<file path="src/rtl/mem_pkg.sv">
// Shared constants and types for the MESTPro memory master and its memory model.
package mem_pkg;

    localparam int unsigned DefAddrBits = 8;
    localparam int unsigned DefDataBits = 8;
    localparam int unsigned DefRomSize  = 128;
    localparam int unsigned DefMemSize  = 256;

    typedef enum logic [1:0] {
        IDLE    = 2'd0,
        ISSUE   = 2'd1,
        CAPTURE = 2'd2,
        RESP    = 2'd3
    } mem_state_e;

    // One-hot grant encoding shared by the arbiter and the FSM.
    localparam int unsigned GntIfBit = 0;
    localparam int unsigned GntDBit  = 1;
    localparam logic [1:0]  GntNone  = 2'b00;
    localparam logic [1:0]  GntIf    = 2'b01;
    localparam logic [1:0]  GntD     = 2'b10;

endpackage

</file>
<file path="src/rtl/mem_rr_arb.sv">
// Two-port round-robin arbiter; a tie goes to the port that was not granted last.
module mem_rr_arb
    import mem_pkg::*;
(
    input  logic       CLK,
    input  logic       RESET,
    input  logic       req_if_i,
    input  logic       req_d_i,
    input  logic       update_i,
    output logic [1:0] gnt_o
);

    // Set when the data port received the most recent grant.
    logic last_d_q;

    always_comb begin
        gnt_o = GntNone;
        if (req_if_i && req_d_i) begin
            gnt_o = last_d_q ? GntIf : GntD;
        end else if (req_if_i) begin
            gnt_o = GntIf;
        end else if (req_d_i) begin
            gnt_o = GntD;
        end
    end

    always_ff @(posedge CLK or negedge RESET) begin
        if (!RESET) begin
            last_d_q <= 1'b1;
        end else if (update_i && (gnt_o != GntNone)) begin
            last_d_q <= gnt_o[GntDBit];
        end
    end

endmodule

</file>
<file path="src/rtl/mem_master.sv">
// Arbitrates fetch and data requests onto the synchronous memory port and returns
// registered read data / write error with a one-cycle acknowledge.
module mem_master
    import mem_pkg::*;
#(
    parameter int unsigned ADDR_BITS = DefAddrBits,
    parameter int unsigned DATA_BITS = DefDataBits,
    parameter int unsigned ROM_SIZE  = DefRomSize,
    parameter int unsigned MEM_SIZE  = DefMemSize
) (
    input  logic                 CLK,
    input  logic                 RESET,
    input  logic                 if_req_i,
    input  logic [ADDR_BITS-1:0] if_addr_i,
    output logic                 if_ack_o,
    output logic [DATA_BITS-1:0] if_rdata_o,
    output logic                 if_err_o,
    input  logic                 d_req_i,
    input  logic                 d_we_i,
    input  logic [ADDR_BITS-1:0] d_addr_i,
    input  logic [DATA_BITS-1:0] d_wdata_i,
    output logic                 d_ack_o,
    output logic [DATA_BITS-1:0] d_rdata_o,
    output logic                 d_err_o,
    output logic                 mem_cs_o,
    output logic                 mem_we_o,
    output logic [ADDR_BITS-1:0] mem_addr_o,
    output logic [DATA_BITS-1:0] mem_wdata_o,
    input  logic [DATA_BITS-1:0] mem_rdata_i,
    input  logic                 mem_error_i,
    output logic                 busy_o
);

    // Write protection lives in the memory; the ROM size only has to be consistent.
    if (ROM_SIZE > MEM_SIZE) begin : g_bad_cfg
        $error("mem_master: ROM_SIZE larger than MEM_SIZE");
    end

    mem_state_e           state_q;
    logic                 gnt_d_q;
    logic                 store_q;
    logic                 err_q;
    logic                 mem_cs_q;
    logic                 mem_we_q;
    logic [ADDR_BITS-1:0] mem_addr_q;
    logic [DATA_BITS-1:0] mem_wdata_q;
    logic                 if_ack_q;
    logic [DATA_BITS-1:0] if_rdata_q;
    logic                 if_err_q;
    logic                 d_ack_q;
    logic [DATA_BITS-1:0] d_rdata_q;
    logic                 d_err_q;

    logic [1:0]           gnt;
    logic                 arb_update;
    logic                 sel_d;
    logic                 sel_we;
    logic [ADDR_BITS-1:0] sel_addr;
    logic                 sel_illegal;

    assign arb_update  = (state_q == IDLE);
    assign sel_d       = gnt[GntDBit];
    assign sel_we      = sel_d & d_we_i;
    assign sel_addr    = sel_d ? d_addr_i : if_addr_i;
    assign sel_illegal = (32'(sel_addr) >= MEM_SIZE);

    mem_rr_arb u_arb (
        .CLK      (CLK),
        .RESET    (RESET),
        .req_if_i (if_req_i),
        .req_d_i  (d_req_i),
        .update_i (arb_update),
        .gnt_o    (gnt)
    );

    always_ff @(posedge CLK or negedge RESET) begin
        if (!RESET) begin
            state_q     <= IDLE;
            gnt_d_q     <= 1'b0;
            store_q     <= 1'b0;
            err_q       <= 1'b0;
            mem_cs_q    <= 1'b0;
            mem_we_q    <= 1'b0;
            mem_addr_q  <= '0;
            mem_wdata_q <= '0;
            if_ack_q    <= 1'b0;
            if_rdata_q  <= '0;
            if_err_q    <= 1'b0;
            d_ack_q     <= 1'b0;
            d_rdata_q   <= '0;
            d_err_q     <= 1'b0;
        end else begin
            if_ack_q <= 1'b0;
            d_ack_q  <= 1'b0;
            unique case (state_q)
                IDLE: begin
                    if (gnt != GntNone) begin
                        gnt_d_q <= sel_d;
                        store_q <= sel_we;
                        if (sel_illegal) begin
                            // Out-of-range access never reaches the memory.
                            err_q   <= 1'b1;
                            state_q <= RESP;
                        end else begin
                            err_q      <= 1'b0;
                            mem_cs_q   <= 1'b1;
                            mem_we_q   <= sel_we;
                            mem_addr_q <= sel_addr;
                            if (sel_d) begin
                                mem_wdata_q <= d_wdata_i;
                            end
                            state_q <= ISSUE;
                        end
                    end
                end
                ISSUE: begin
                    mem_cs_q <= 1'b0;
                    mem_we_q <= 1'b0;
                    state_q  <= CAPTURE;
                end
                CAPTURE: begin
                    if (store_q) begin
                        err_q <= mem_error_i;
                    end else if (gnt_d_q) begin
                        d_rdata_q <= mem_rdata_i;
                    end else begin
                        if_rdata_q <= mem_rdata_i;
                    end
                    state_q <= RESP;
                end
                RESP: begin
                    if (gnt_d_q) begin
                        d_ack_q <= 1'b1;
                        d_err_q <= err_q;
                    end else begin
                        if_ack_q <= 1'b1;
                        if_err_q <= err_q;
                    end
                    state_q <= IDLE;
                end
                default: state_q <= IDLE;
            endcase
        end
    end

    assign if_ack_o    = if_ack_q;
    assign if_rdata_o  = if_rdata_q;
    assign if_err_o    = if_err_q;
    assign d_ack_o     = d_ack_q;
    assign d_rdata_o   = d_rdata_q;
    assign d_err_o     = d_err_q;
    assign mem_cs_o    = mem_cs_q;
    assign mem_we_o    = mem_we_q;
    assign mem_addr_o  = mem_addr_q;
    assign mem_wdata_o = mem_wdata_q;
    assign busy_o      = (state_q != IDLE);

endmodule

</file>
<file path="config.mk">
export PLATFORM = sky130hd
export DESIGN_NAME = mem_master
export DESIGN_NICKNAME = d
export VERILOG_FILES = /design/src/rtl/mem_pkg.sv /design/src/rtl/mem_rr_arb.sv /design/src/rtl/mem_master.sv
export SDC_FILE = /design/constraint.sdc
export NUM_CORES = 1
export LEC_CHECK = 0
export CELL_PAD_IN_SITES_DETAIL_PLACEMENT = 0
export CELL_PAD_IN_SITES_GLOBAL_PLACEMENT = 1
export CORE_ASPECT_RATIO = 0.7
export CORE_UTILIZATION = 30
export CTS_BUF_LIST = sky130_fd_sc_hd__clkbuf_4
export DETAILED_ROUTE_END_ITERATION = 16
export GPL_ROUTABILITY_DRIVEN = 0
export PLACE_DENSITY_LB_ADDON = 0.1
export SLEW_MARGIN = 20
export SYNTH_ARGS = -nofsm -noshare
export SYNTH_HDL_FRONTEND = slang
export SYNTH_SLANG_ARGS = --single-unit
</file>
<file path="constraint.sdc">
create_clock -name CLK -period 4.39 [get_ports CLK]
set_input_delay 0.878 -clock CLK [delete_from_list [all_inputs] [get_ports CLK]]
set_output_delay 0.878 -clock CLK [all_outputs]
set_load 0.02 [all_outputs]
</file>
-- Word-level counts from Yosys, hierarchy flattened
Cells that the tools add are included.
- register bits: 44
- logic and storage cells: 56
- eq/ne operators: 5
- muxes and demuxes: 18
- bitwise operators: 3
- reductions and logical operators: 15
- operator list (cell ; count):
    AND reduction 3 bit ; 4
    2-to-1 mux 2 bit ; 5
    2-to-1 mux 1 bit ; 8
    2-to-1 mux 8 bit ; 1
    one-hot mux 2 bit (4 select lines) ; 1
    AND reduction 2 bit ; 4
    nonzero test 2 bit ; 4
    one-hot mux 1 bit (2 select lines) ; 3
    == test 2 bit, second input constant ; 2
    != test 2 bit, second input constant ; 2
    == test 2 x 1 -> 1 bit, second input constant ; 1
    logical AND 1 bit ; 2
    logical NOT 2 bit ; 1
    NOT 1 bit ; 2
    AND 1 bit ; 1

-- Logic depth before layout (Yosys ltp)
Gate-level depths: netlist of run 1.
- word-level depth: 6
- gate-level depth with buffers: 7
- mapped depth without buffers: 5

-- Modules after synthesis
From an unflattened synthesis of run 1, not the netlist that was laid out.
- cells, all modules: 142
- area total of the unflattened synthesis: 1891.8 µm²
- modules (own cells, without submodules) (module ; instances ; cells an instance ; area each (µm²)):
    mem_master ; 1 ; 136 ; 1835.5
    mem_rr_arb ; 1 ; 6 ; 56.3

-- Worst setup path after synthesis of run 1
Ideal clock, no wire load.
- path kind: input port to flip-flop
- start: input port if_req_i
- end: register mem_wdata_q[0] (netlist: mem_wdata_o[0])
- arrival: 1743 ps
- data required time: 4265 ps
- slack: 2522 ps
- cell stages on the path: 4
- buffers on the path: 1
- path through: buf_2 -> a21boi_4 -> nand2_8 -> mux2_4
- longest elaborated chain between the ends: 4
- elaborated cells between the ends (all ways): 5
- RTL lines (what ; line ; text):
    start, declared ; mem_master.sv:13 ; input logic if_req_i,
    2-to-1 mux 2 bit or logical AND 1 bit (tied branches) ; mem_rr_arb.sv:20, mem_rr_arb.sv:18 ;
    2-to-1 mux 2 bit * ; mem_rr_arb.sv:18 ; if (req_if_i && req_d_i) begin
    nonzero test 2 bit ; mem_master.sv:97 ; if (gnt != GntNone) begin
    AND reduction 3 bit (no line) * ; -- ;
    end signal, assigned ; mem_master.sv:110 ; mem_wdata_q <= d_wdata_i;
    end, declared ; mem_master.sv:46 ; logic [DATA_BITS-1:0] mem_wdata_q;
Mark *: on every way between the ends. The rest lies on a longest branch, timed or not.
A chain may end at the register's enable or synchronous reset.

-- Worst setup path after layout of run 1
- start: register state_q[0]
- end: output port busy_o
- longest elaborated chain between the ends: 1
- RTL lines (what ; line ; text):
    start, declared ; mem_master.sv:39 ; mem_state_e state_q;
    start signal, assigned ; mem_master.sv:78 ; state_q <= IDLE;
    start signal, assigned ; mem_master.sv:103 ; state_q <= RESP;
    start signal, assigned ; mem_master.sv:112 ; state_q <= ISSUE;
    nonzero test 2 bit ; mem_master.sv:156 ; assign busy_o = (state_q != IDLE);
    end, declared ; mem_master.sv:31 ; output logic busy_o
Every way passes these cells.

==> metrics.txt, run 1 <==
core area between 5000 and 6000 um2; Detail Placement HPWL about 3300 um; Seq cells post-synth 44; Port Buffers 76; final WL about 4500 um; clk sinks 44; Final Hold Vio Count 0; Vias/cell between 4 and 5; critical setup path kind reg -> out; FF-to-FF Start state_q[0]; # fillers 540; die area 6680 um2; Area Overhead vs Synth 48.3%; final worst slack ~1.4 ns; Sequential Area 1100 um2; Synth cell types 29; power per cell area roughly 740 nW/um2; Starting Density 0.322; H-Tree Depth 2; via count ~1400; Clock transition at path regs ~0.13 ns; net count after synthesis 194; DRC viols 0; setup_tns 0 ns; global route overflow 0; DP Worst Slack approximately 1.8 ns; final setup fails 0; crit path launch state_q[0]; Sw Ratio 0.377; hold_ws a little over 0.5 ns; status completed; max_cap viols 0; FF-to-FF path depth 5; Final period util 0.672; Die Y 68.7 um; LEAKAGE approximately 1.2 nW; most frequent cells in the layout clkdlybuf4s50_1, dfrtp_1, mux2_2; worst skew pair latency 0.35 ns; initial detailed-routing violation count 69; fin crit period between 2 and 3 ns; sequential fraction of the synthesis area 0.578; DR WL/cell around 15 um; hold buffer count at cts 0; number of CTS-inserted buffers 5; reg2reg end state_q[1]; Pre-Repair DR Iteration Count 4; VDD IR max 0.317 mV; first-pass GRT wire length approximately 7400 um; PostCTS Resize Cnt 0; pin count of the biggest net entering global routing 45; syn avg cell area approximately 13 um2; CTS tree done; Data required, critical path 3.51 ns; number of global-route vias before repair 1496; CP Cell Sequence inv_1 -> ha_1 -> inv_1 -> clkdlybuf4s50_1; num rows 23; Die X-Extent between 90 and 100 um; synth warn 0; Final nets ~270; Slowest-stage cell, CP clkdlybuf4s50_1; Cells after Synth approximately 150; Comb pwr share 0.528; CP endpoint kind output port; Post-CTS Setup Inserts 0; crit path DAT 2.07 ns; most common cell after layout, fill and taps aside clkdlybuf4s50_1; Inserted Diodes 0; r2r setup slk around 2.4 ns; multi-input combinational cell area around 770 um2; initial antenna violation count 0; CP peak stage delay ~0.57 ns; cell-internal power roughly 1.3 mW; Post-Syn Area roughly 1900 um2; RSZ-0062 raised after global routing false; most frequent CP cell inv_1; clk root buf clkbuf_4; net load switching power 791 uW; relative slew slack 0.627; Hold Crit Class in -> async; critical path startpoint category flop; Antenna Nets Post-Route 0; Critical Path End busy_o; total track usage 0.144; clk buf depth 2; sequential share of power 0.353; Worst-Margin Slew 0.559 ns; clock network fraction of total power 0.120; layout cells sized above 1 0.177; # IOs 77; clock skew between 0.007 and 0.008 ns; maximum fanout along the worst path 9; fmax between 300 and 400 MHz; Slew Viols, Final 0
[flip-flops by register name, summed over array words and instances, names as in the netlist]
register	cells
if_rdata_o	8
store_q	1
if_err_o	1
d_ack_o	1
u_arb.last_d_q	1
err_q	1
d_err_o	1
state_q	2
mem_cs_o	1
gnt_d_q	1
mem_addr_o	8
if_ack_o	1
mem_we_o	1
d_rdata_o	8
mem_wdata_o	8
[cell families (layout without fill, tap and decap cells)]
logic type | count (synthesis) | in the layout | synth area share
DFF | 44 | 44 | 0.578
and+or+nand+nor | 36 | 36 | 0.0984
AOI/OAI and AO/OA | 30 | 30 | 0.0958
muxes | 27 | 27 | 0.175
buffers and inverters | 9 | 90 | 0.0197
adders and majority gates | 5 | 5 | 0.0328
[layer usage]
metal  track usage  wire [um]  up-vias
met5             0          0        -
met4        0.0496         43        0
met3        0.0433        238        5
met2         0.217       2010       44
met1         0.198       2220      695
li1              -          -      680
[worst min-delay path by stage]
stage	start	end	slack, ns	cells past startpoint
floorplan	u_arb.last_d_q	u_arb.last_d_q	0.47	2
global placement	u_arb.last_d_q	u_arb.last_d_q	0.49	2
detailed placement	u_arb.last_d_q	u_arb.last_d_q	0.49	2
CTS	u_arb.last_d_q	u_arb.last_d_q	0.51	2
global route	RESET	d_rdata_o[2]	0.52	1
finish	RESET	mem_wdata_o[0]	0.51	1
[cell type report]
cell class	instances	area share
clock buffers	5	0.0133
multi-input cells	98	0.271
clock inverters	3	0.0150
repair buffers	77	0.271
well taps	75	0.0332
flip-flops and latches	44	0.390
inverters	5	0.00664
[synth_stat cells]
master,number,area [um2]
nand3_1,2,10.0
mux2_4,8,120
o21a_1,1,7.51
inv_1,5,18.8
o21ai_0,6,30.0
o311ai_0,1,8.76
and2_1,1,6.26
nand2_1,15,56.3
dfrtp_1,43,1080
clkbuf_1,1,3.75
nor2_1,10,37.5
or3_1,1,6.26
nor2b_1,1,6.26
mux2_2,19,214
a21boi_4,1,18.8
a31oi_1,1,6.26
nand2b_1,1,6.26
nor3b_1,1,7.51
a21oi_1,17,85.1
nor3_1,1,5.00
o22ai_1,1,6.26
nand3b_1,1,7.51
ha_1,5,62.6
nor3b_4,1,18.8
buf_2,3,15.0
nand2_8,1,20.0
dfstp_2,1,26.3
a21bo_2,1,10.0
a221o_1,1,10.0
[worst max-delay path: cells and delay by family, from the launching register on]
kind | cells | cell delay, ns
DFF | 1 | 0.44
adders and majority gates | 1 | 0.44
buffers and inverters | 3 | 0.84
[stage by stage]
| step | area, um2 | utilization | power [mW] | std cells |
|---|---|---|---|---|
| floorplan | 1910 | - | 1.36 | 151 |
| global route | 2830 | 0.477 | 2.25 | 307 |
| detailed placement | 2750 | 0.463 | 1.87 | 299 |
| CTS | 2830 | 0.477 | 2.13 | 307 |
| global placement | 2750 | 0.463 | 1.85 | 299 |
| finish | 2830 | 0.477 | 2.10 | 307 |
[power by group through the flow]
stage	Combinational (mW)	Sequential, mW	Clock (mW)
final	1.11	0.741	0.251
after global routing	1.19	0.773	0.282
after CTS	1.12	0.745	0.265
after detailed placement	1.12	0.749	0
after global placement	1.10	0.742	0
after floorplan	0.416	0.943	0
Note: power is estimated with default switching activity, not from simulation.
==> inputs of run 2 (changes only) <==
- clock period: 4.39 -> 2.4 ns (I/O delays scaled with it)
==> run 2 against run 1 <==
- clock-buffer cell count stayed put
- routed wire length rose by 1.1%
- first-iteration DRC count shrank 39%
- sequential share of layout area shrank 0.38 points
- critical path depth did not move
- register-to-register slack got worse by 1.9 ns
- worst setup slack got worse by 1.3 ns
- utilization is 0.46 points higher
- cell area increased by 0.97%
- critical path type unchanged
- largest cell class unchanged
- highest routed layer unchanged
==> metrics.txt, run 2 (synthesis results as in run 1) <==
status completed (unchanged); clk buf depth 2 (unchanged); net load switching power 1.45 mW (was 791 uW); VDD IR max 0.622 mV (was 0.317 mV); via count 1435 (was 1424); DR WL/cell 14.7 um (about the same); Pre-Repair DR Iteration Count 4 (unchanged); clock network fraction of total power 0.115 (was 0.120); post-route insts no fill 310 (was 307); max_cap viols 0 (unchanged); CP endpoint kind output port (unchanged); number of global-route vias before repair 1509 (was 1496); # IOs 77 (unchanged); final setup fails 0 (unchanged); FF-to-FF Start state_q[0] (unchanged); critical setup path kind reg -> out (unchanged); critical path startpoint category flop (unchanged); FF-to-FF path depth 4 (was 5); RSZ-0062 raised after global routing false (unchanged); Vias/cell 4.63 (was 4.64); most frequent CP cell inv_1 (unchanged); r2r setup slk 0.53 ns (was 2.44 ns); hold buffer count at cts 0 (unchanged); Slowest-stage cell, CP clkdlybuf4s50_1 (unchanged); Final nets 277 (was 274); Hold Crit Class in -> async (unchanged); Final Hold Vio Count 0 (unchanged); Total Power 3.86 mW (was 2.10 mW); Slew Viols, Final 0 (unchanged); maximum fanout along the worst path 4 (was 9); DRC viols 0 (unchanged); pin count of the biggest net entering global routing 45 (unchanged); global route overflow 0 (unchanged); Final period util 0.953; power per cell area 1350 nW/um2 (was 743 nW/um2); clock skew 0.00862 ns (was 0.00739 ns); LEAKAGE 1.23 nW (was 1.21 nW); Detail Placement HPWL 3470 um (was 3340 um); CP Cell Sequence inv_1 -> ha_1 -> inv_1 -> clkdlybuf4s50_1 (unchanged); sequential share of power 0.352 (was 0.353); Area Overhead vs Synth 49.7% (was 48.3%); clk sinks 44 (unchanged); Starting Density 0.322 (unchanged); Die Y 68.7 um (unchanged); Inserted Diodes 0 (unchanged); Clock transition at path regs 0.13 ns (about the same); layout cells sized above 1 0.183 (was 0.177); final WL 4550 um (was 4500 um); # fillers 544 (was 540); final instance area 2860 um2 (was 2830 um2); CP peak stage delay 0.61 ns (was 0.57 ns); H-Tree Depth 2 (unchanged); Die X-Extent 97.3 um (unchanged); CTS tree done (unchanged); crit path launch state_q[0] (unchanged); fmax 437 MHz; dpl cells 302 (was 299); crit path DAT 1.81 ns (was 2.07 ns); number of CTS-inserted buffers 5 (unchanged); die area 6680 um2 (unchanged); Port Buffers 76 (unchanged); clk root buf clkbuf_4 (unchanged); initial antenna violation count 0 (unchanged); core area 5930 um2 (unchanged); first-pass GRT wire length 7170 um (was 7360 um); PostCTS Resize Cnt 0 (unchanged); Post-CTS Setup Inserts 0 (unchanged); Worst-Margin Slew 0.503 ns (was 0.559 ns); worst skew pair latency 0.35 ns (about the same); cell-internal power 2.41 mW (was 1.31 mW); relative slew slack 0.664 (was 0.627); num rows 23 (unchanged); most frequent cells in the layout clkdlybuf4s50_1, dfrtp_1, mux2_2 (unchanged); initial detailed-routing violation count 42 (was 69); setup_tns 0 ns (unchanged); Sw Ratio 0.376 (was 0.377); total track usage 0.141 (was 0.144); Data required, critical path 1.92 ns (was 3.51 ns); Antenna Nets Post-Route 0 (unchanged); Post-DP Area 2780 um2 (was 2750 um2); fin crit period between 2 and 2.5 ns; most common cell after layout, fill and taps aside clkdlybuf4s50_1 (unchanged); Comb pwr share 0.533 (was 0.528)
[run 2: critical path, delay by kind of cell, from the launching register on]
family,cells,cell delay (ns)
adders and majority gates,1,0.22
buffers and inverters,3,0.81
DFF,1,0.43
[run 2: final timing paths]
kind,endpoint
min in group CLK,u_arb.last_d_q
max in group asynchronous,u_arb.last_d_q
setup / recovery,busy_o
hold / removal,mem_addr_o[3]
hold reg to reg,u_arb.last_d_q
setup reg to reg,if_rdata_o[3]
[run 2: final cells by class]
class	count	area, um2	share of cell area
clock buffers	5	37.5	0.0131
clock inverters	3	37.5	0.0131
inverters	5	18.8	0.00657
multi-input cells	98	767	0.269
flip-flops and latches	44	1100	0.386
well taps	75	93.8	0.0329
repair buffers	80	798	0.280
[run 2: power groups by stage]
| stage | Sequential (mW) | Clock, mW | Combinational, mW |
|---|---|---|---|
| 3_5_place_dp | 1.37 | 0 | 2.08 |
| 5_1_grt | 1.41 | 0.490 | 2.20 |
| 4_1_cts | 1.36 | 0.469 | 2.09 |
| 2_1_floorplan | 1.73 | 0 | 0.762 |
| 3_3_place_gp | 1.36 | 0 | 2.04 |
| 6_report | 1.36 | 0.444 | 2.06 |
[run 2: per-layer routing]
metal | track usage | vias up | wire length [um]
met1 | 0.173 | 694 | 2040
li1 | - | 689 | -
met4 | 0.0496 | 0 | 59
met5 | 0 | - | 0
met3 | 0.0423 | 8 | 249
met2 | 0.244 | 44 | 2200
[run 2: metrics by stage]
stage          setup slack (ns)  hold WS [ns]  utilization
2_1_floorplan             0.692         0.184            -
3_3_place_gp              0.474         0.473        0.469
3_5_place_dp              0.443         0.477        0.469
4_1_cts                  0.0983        0.0693        0.482
5_1_grt                 0.00532        0.0820        0.482
6_report                  0.112        0.0793        0.482
